## src/rtl/mult_seq_control.sv

```systemverilog
// Control FSM for a sequential shift-add multiplier datapath.
// A CW-bit counter replaces an unrolled state chain. Each operand bit gets one
// ADD/SHIFT pair. In signed mode the final pair subtracts, which weights the
// top bit of the multiplier negatively.
module mult_seq_control #(
  parameter  int WIDTH = 8,
  localparam int CW    = $clog2(WIDTH + 1)
) (
  input  logic          Clk,
  input  logic          Reset,
  input  logic          Run,
  input  logic          ClearA_LoadB,
  input  logic          Check,
  input  logic          Signed,
  output logic          Clear_Ld,
  output logic          Shift,
  output logic          Add,
  output logic          Sub,
  output logic          Busy,
  output logic          Done,
  output logic [CW-1:0] Bit_Cnt
);

  // A single-bit operand leaves no room for a separate sign iteration.
  if (WIDTH < 2) begin : g_width_chk
    $error("mult_seq_control: WIDTH must be >= 2");
  end

  localparam logic [CW-1:0] LAST = CW'(WIDTH - 1);

  typedef enum logic [2:0] {S_IDLE, S_CLEAR, S_ADD, S_SHIFT, S_DONE} state_t;

  state_t        state;
  logic [CW-1:0] cnt;
  logic [CW-1:0] cnt_inc;
  logic          sgn_q;

  // Registered Moore flags. These are decoded from the next state, so each
  // one is valid in the same cycle as the state it describes.
  logic idle_q, clr_q, add_q, last_sub_q, shift_q, busy_q, done_q;

  assign cnt_inc = cnt + CW'(1);

  // State, counter, latched mode and registered output flags
  always_ff @(posedge Clk or posedge Reset) begin
    if (Reset) begin
      state      <= S_IDLE;
      cnt        <= '0;
      sgn_q      <= 1'b0;
      idle_q     <= 1'b1;
      clr_q      <= 1'b0;
      add_q      <= 1'b0;
      last_sub_q <= 1'b0;
      shift_q    <= 1'b0;
      busy_q     <= 1'b0;
      done_q     <= 1'b0;
    end else begin
      clr_q      <= 1'b0;
      add_q      <= 1'b0;
      last_sub_q <= 1'b0;
      shift_q    <= 1'b0;
      case (state)
        S_IDLE: begin
          if (Run) begin
            state  <= S_CLEAR;
            cnt    <= '0;
            sgn_q  <= Signed;
            idle_q <= 1'b0;
            clr_q  <= 1'b1;
            busy_q <= 1'b1;
          end
        end
        S_CLEAR: begin
          state      <= S_ADD;
          add_q      <= 1'b1;
          last_sub_q <= (cnt == LAST) && sgn_q;
        end
        S_ADD: begin
          state   <= S_SHIFT;
          shift_q <= 1'b1;
        end
        S_SHIFT: begin
          cnt <= cnt_inc;
          if (cnt == LAST) begin
            state  <= S_DONE;
            busy_q <= 1'b0;
            done_q <= 1'b1;
          end else begin
            state      <= S_ADD;
            add_q      <= 1'b1;
            last_sub_q <= (cnt_inc == LAST) && sgn_q;
          end
        end
        S_DONE: begin
          // Hold the result until the requester drops Run; no auto-restart.
          if (!Run) begin
            state  <= S_IDLE;
            done_q <= 1'b0;
            idle_q <= 1'b1;
          end
        end
        default: begin
          state  <= S_IDLE;
          idle_q <= 1'b1;
          busy_q <= 1'b0;
          done_q <= 1'b0;
        end
      endcase
    end
  end

  // Only the add/sub choice and the idle clear pass-through see live inputs.
  assign Clear_Ld = idle_q ? ClearA_LoadB : clr_q;
  assign Add      = add_q & Check & ~last_sub_q;
  assign Sub      = add_q & Check &  last_sub_q;
  assign Shift    = shift_q;
  assign Busy     = busy_q;
  assign Done     = done_q;
  assign Bit_Cnt  = cnt;

endmodule

```

## config.mk

```make
export PLATFORM = sky130hd
export DESIGN_NAME = mult_seq_control
export DESIGN_NICKNAME = d
export VERILOG_FILES = /design/src/rtl/mult_seq_control.sv
export SDC_FILE = /design/constraint.sdc
export NUM_CORES = 1
export LEC_CHECK = 0
export CAP_MARGIN = 20
export CORE_MARGIN = 5
export CORE_UTILIZATION = 40
export CTS_CLUSTER_DIAMETER = 200
export DETAILED_ROUTE_END_ITERATION = 16
export GPL_ROUTABILITY_DRIVEN = 0
export PLACE_DENSITY = 0.63
export REMOVE_ABC_BUFFERS = 1
export SLEW_MARGIN = 20
export SYNTH_ARGS = -nofsm -noshare
export SYNTH_HDL_FRONTEND = slang
export SYNTH_SLANG_ARGS = --single-unit
```

## constraint.sdc

```tcl
create_clock -name Clk -period 1.8 [get_ports Clk]
set_clock_uncertainty 0.2 [all_clocks]
set_input_delay 0.27 -clock Clk [delete_from_list [all_inputs] [get_ports Clk]]
set_output_delay 0.27 -clock Clk [all_outputs]
set_load 0.02 [all_outputs]
```

# Word level (Yosys, flattened, before mapping)
# Cells that the tools add are included.
[totals]
reg_bits = 15
inputBits = 6
out_inout_bits = 10
elab_cells = 63
[classes]
addsub = 1
n_eq_ne = 9
muxes = 23
bitwise_logic = 7
reduce_logical = 13
[ops]
columns = ["operator", "count"]
rows = [
  ["3-bit one-hot mux with 5 select lines", 1],
  ["1-bit 2-to-1 mux", 12],
  ["3-bit 2-to-1 mux", 3],
  ["1-bit one-hot mux with 3 select lines", 3],
  ["3-bit AND reduction", 3],
  ["3-bit OR reduction", 3],
  ["4-bit by 3-bit equality test with 1-bit output (second input constant)", 2],
  ["4-bit one-hot mux with 2 select lines", 1],
  ["3-bit by 2-bit equality test with 1-bit output (second input constant)", 2],
  ["2-bit inequality test (second input constant)", 3],
  ["2-bit AND reduction", 3],
  ["4-bit by 1-bit adder with 4-bit output (second input constant)", 1],
  ["4-bit 2-to-1 mux", 1],
  ["1-bit NOT", 4],
  ["1-bit one-hot mux with 2 select lines", 2],
  ["1-bit bitwise AND", 3],
  ["3-bit by 1-bit equality test with 1-bit output (second input constant)", 1],
  ["3-bit equality test (second input constant)", 1],
  ["3-bit zero test", 1],
  ["1-bit logical AND", 2],
  ["2-bit nonzero test", 1],
]

# Logic depth before layout (Yosys ltp)
[logic_depth]
ltp_word = 5
depth_mapped = 6
ltp_nobuf = 6

# Worst setup path before layout
# OpenSTA, ideal clock, no wires.
[synth_path]
kind = "reg-to-reg"
startpoint = "register cnt[0], in the netlist Bit_Cnt[0]"
endpoint = "register last_sub_q"
setup_ns = 0.064
t_arrival_ns = 1.329
setup_slack_ns = 0.206
stages_incl_launch_ff = 7
n_path_buf = 0
path_cell_list = "dfrtp_1 > inv_1 > ha_1 > nand4_1 > or2_1 > nor4b_2 > a21o_1"
[synth_via]
elab_chain_len = 5
elab_cells_between_ends = 7
classes_between = "add/sub: 1; eq/ne: 2; mux: 2; reduce/logical: 2"
[synth_rtl]
columns = ["item", "line_no", "rtl"]
rows = [
  ["from (decl)", "34", "logic [CW-1:0] cnt;"],
  ["from (signal assigned)", "83", "cnt <= cnt_inc;"],
  ["4-bit by 1-bit adder with 4-bit output", "42", "assign cnt_inc = cnt + CW'(1);"],
  ["4-bit by 3-bit equality test with 1-bit output", "91", "last_sub_q <= (cnt_inc == LAST) && sgn_q;"],
  ["1-bit logical AND", "91", ""],
  ["1-bit 2-to-1 mux", "84", "if (cnt == LAST) begin"],
  ["1-bit one-hot mux with 2 select lines (*)", "62", "case (state)"],
  ["to (signal assigned)", "76", "last_sub_q <= (cnt == LAST) && sgn_q;"],
  ["to (signal assigned)", "91", ""],
  ["to (decl)", "40", "logic idle_q, clr_q, add_q, last_sub_q, shift_q, busy_q, done_q;"],
]
# Mark *: on every way between the ends. The rest lies on a longest branch, timed or not.
# A chain may end at the register's enable or synchronous reset.

# Final worst setup path
[layout_path]
startpoint = "register idle_q"
endpoint = "output Clear_Ld"
[layout_via]
elab_chain_len = 1
[layout_rtl]
columns = ["item", "line_no", "rtl"]
rows = [
  ["from (decl)", "40", ""],
  ["from (signal assigned)", "50", "idle_q <= 1'b1;"],
  ["from (signal assigned)", "68", "idle_q <= 1'b0;"],
  ["from (signal assigned)", "99", "idle_q <= 1'b1;"],
  ["1-bit 2-to-1 mux", "113", "assign Clear_Ld = idle_q ? ClearA_LoadB : clr_q;"],
  ["to (decl)", "15", "output logic Clear_Ld,"],
]
# Every way passes these cells.

==> out/metrics.yaml <==
drt:
  via_per_inst: 5.05
  postRouteAntennaNets: 0
  drc_errors: 0
  drt_iter0_drc: 10
  vias: 596
  drt_wl_total_mm: 1.49
  first_pass_iters: 4
  wl_per_cell_um: 12.7
cells_and_area:
  nNetsFinal: 102
  multi_input_area_um2: 325
  drive_above_1_share_pct: 18.3
  regArea_um2: 377
  area_growth_pct: 33.6
  nFillCells: 167
  insertedDiodeCount: 0
  final_util_pct: 56.5
global_route:
  grt_overflow_total: 0
  grt_start_max_net_pins: 16
  grt_pass1_wl_mm: 2.62
  antenna_found_initial: 0
  grt_pass1_vias: 574
  grt_util_all_layers_pct: 12.6
job:
  max-cap-violations: 0
critical_path:
  path_cells: "mux2_1, buf_2"
  crit_fanout: 2
  cp_num_cells: 2
  reg2reg_depth: 3
  crit_buf_inv: 1
  cp_data_required_time_ns: 1.33
  start_kind: "flip-flop"
  crit_family: "flip-flops"
  cp_slowest_cell: "dfstp_2"
  arrival_ns: 1.28
  end_kind: "primary output"
  path_class: "flip-flop to primary output"
  slowest_delay_ns: 0.54
worst_hold_path:
  hp-class: "input port to async pin"
clocking:
  clock-root-buffer: "clkbuf_4"
  ctsLongestPathBuffers: 2
  htree_levels: 1
  cts_tree: "built"
  clk_pin_slew_ns: 0.09
  clock_sinks: 15
  cts_buffers: 3
  clk-insertion-delay-late_ns: 0.27
sta:
  slew_headroom_pct: 80.2
  finalHoldViolCount: 0
  fin_crit_ns: 1.75
  period_share_pct: 97.3
  rsz0062_at_grt: "no"
  hold_ws_ns: 0.0983
  fmax_ghz: 0.571
  setup_viol: 0
  tightest_slew_ns: 0.297
  slew_violations: 0
floorplan:
  die_x_um: 52.7
  num_io_pins: 16
  initial_utilization_pct: 42.3
  core_mm2: 0.00173
  rows: 15
  die_h_um: 52.7
  die_area_mm2: 0.00278
outcome:
  status: "finished clean"
power:
  p_switching_uw: 654
  internal_power_uw: 958
  pwr-share-clk_pct: 11.6
  pwr-share-seq_pct: 40.7
  peakVddDrop_mv: 0.800
  leakage_uw: 0.000464
  finalPower_uw: 1610
  comb_power_share_pct: 47.7
  p_per_area_mw_per_mm2: 1650
  swShare_pct: 40.6
logic_synthesis:
  syn_area_um2: 731
  synth.avg_cell_area_um2: 10.6
  yosys_warnings: 0
  ys_ff_latch: 15
  seq_area_frac_synth_pct: 51.5
  synth_top_area_share_pct: 47.9
  yosys.area.top_type: "dfrtp_1"
  netlist_instances: 69
  yosys.cell_types.count: 33
  yosys-top-cells-area: "dfrtp_1 (48%), dfstp_2 (3.6%), ha_1 (3.4%)"
place:
  hpwl_mm: 1.09
  io_buffers: 15
[synth_stat cells]
master and instances:
nor3_1 2, buf_2 2, maj3_1 1, mux2_1 2, inv_1 4, o21ai_1 1, clkbuf_1 1, nor2_2 1
nor4b_2 1, nor2b_2 1, ha_1 2, dfrtp_1 14, and4b_1 1, xnor2_1 1, a21o_1 1, nor2_1 6
nand4_1 3, o32ai_1 1, nand2b_1 1, or2_1 1, dfstp_2 1, nand3_1 1, nand2_1 3, a211oi_1 1
and3_1 1, o22a_1 2, a22o_1 2, nor3_2 1, nor2b_1 1, o31ai_1 1, a21oi_1 4, a31oi_1 3
and2_1 1
[state kept, by name (all words and copies together), names as in the netlist]
name and count:
Bit_Cnt 4, Busy 1, Done 1, Shift 1, add_q 1, clr_q 1, idle_q 1, last_sub_q 1
sgn_q 1, state 3
[power groups by stage]
stage | clock network [uW] | logic (uW) | registers (uW)
6_report | 187 | 769 | 656
5_1_grt | 211 | 855 | 689
4_1_cts | 193 | 778 | 655
3_5_place_dp | 0 | 810 | 664
3_3_place_gp | 0 | 802 | 660
2_1_floorplan | 0 | 385 | 731
[layer usage]
layer	share of wire (%)	vias to the layer above	global-route usage (%)
met5	0	-	0
met4	0.80	0	2.55
met2	44	16	19.0
met3	5.7	2	2.85
li1	-	300	-
met1	49	278	18.1
[timing repair]
item / 4_1_cts / 5_1_grt
buffers inserted: 0 / 0
resized for setup: 9 / 1
hold endpoints to repair: 0 / 0
setup endpoints to repair: 6 / 1
hold buffers: 0 / 0
[worst min-delay path, cell delays in order]
cell	delay (ns)
clkdlybuf4s50_1	0.40
inv_1	0.05
buf_4	0.22
[layout by cell type, fill, tap and decap left out, types with 2 or more instances in the layout]
master / synthesis / layout
a21oi_1: 4 / 4
buf_4: 0 / 8
clkdlybuf4s50_1: 0 / 8
dfrtp_1: 14 / 14
inv_1: 4 / 4
dlygate4sd2_1: 0 / 5
a22o_1: 2 / 2
nand2_1: 3 / 3
nor3_1: 2 / 2
nand4_1: 3 / 3
nor2_1: 6 / 6
ha_1: 2 / 2
mux2_1: 2 / 2
a31oi_1: 3 / 3
o22a_1: 2 / 2
clkbuf_4: 0 / 3
[through the flow]
stage	instances	TNS (ns)	setup WS [ns]	instance area, um2
6_report	118	0	0.0491	976
4_1_cts	118	0	0.00371	973
5_1_grt	118	0	0.00656	976
2_1_floorplan	66	0	0.196	717
3_3_place_gp	114	-0.419	-0.152	958
3_5_place_dp	114	-0.469	-0.168	958
[worst paths after layout]
check | start | endpoint | slack, ns
setup / recovery | idle_q | Clear_Ld | 0.05
hold / removal | Reset | add_q | 0.1
setup reg to reg | state[1] | sgn_q | 0.17
hold reg to reg | Done | Done | 0.33
max in group asynchronous | Reset | idle_q | 1.06
min in group Clk | Done | Done | 0.33
[layout make-up]
cell class	count	area share (%)
flip-flops and latches	15	38.6
multi-input cells	47	33.3
repair buffers	23	20.6
well taps	25	3.21
clock buffers	4	2.69
inverters	4	1.54
[cell families after synthesis]
logic type | Yosys count | synth area share [%]
AOI/OAI and AO/OA | 16 | 15.1
xor gates and xnor gates | 1 | 1.20
adders and majority gates | 3 | 4.79
buffers and inverters | 7 | 3.94
DFF | 15 | 51.5
muxes | 2 | 3.08
and+or+nand+nor | 25 | 20.4
Power figures use the tool's default switching activity.
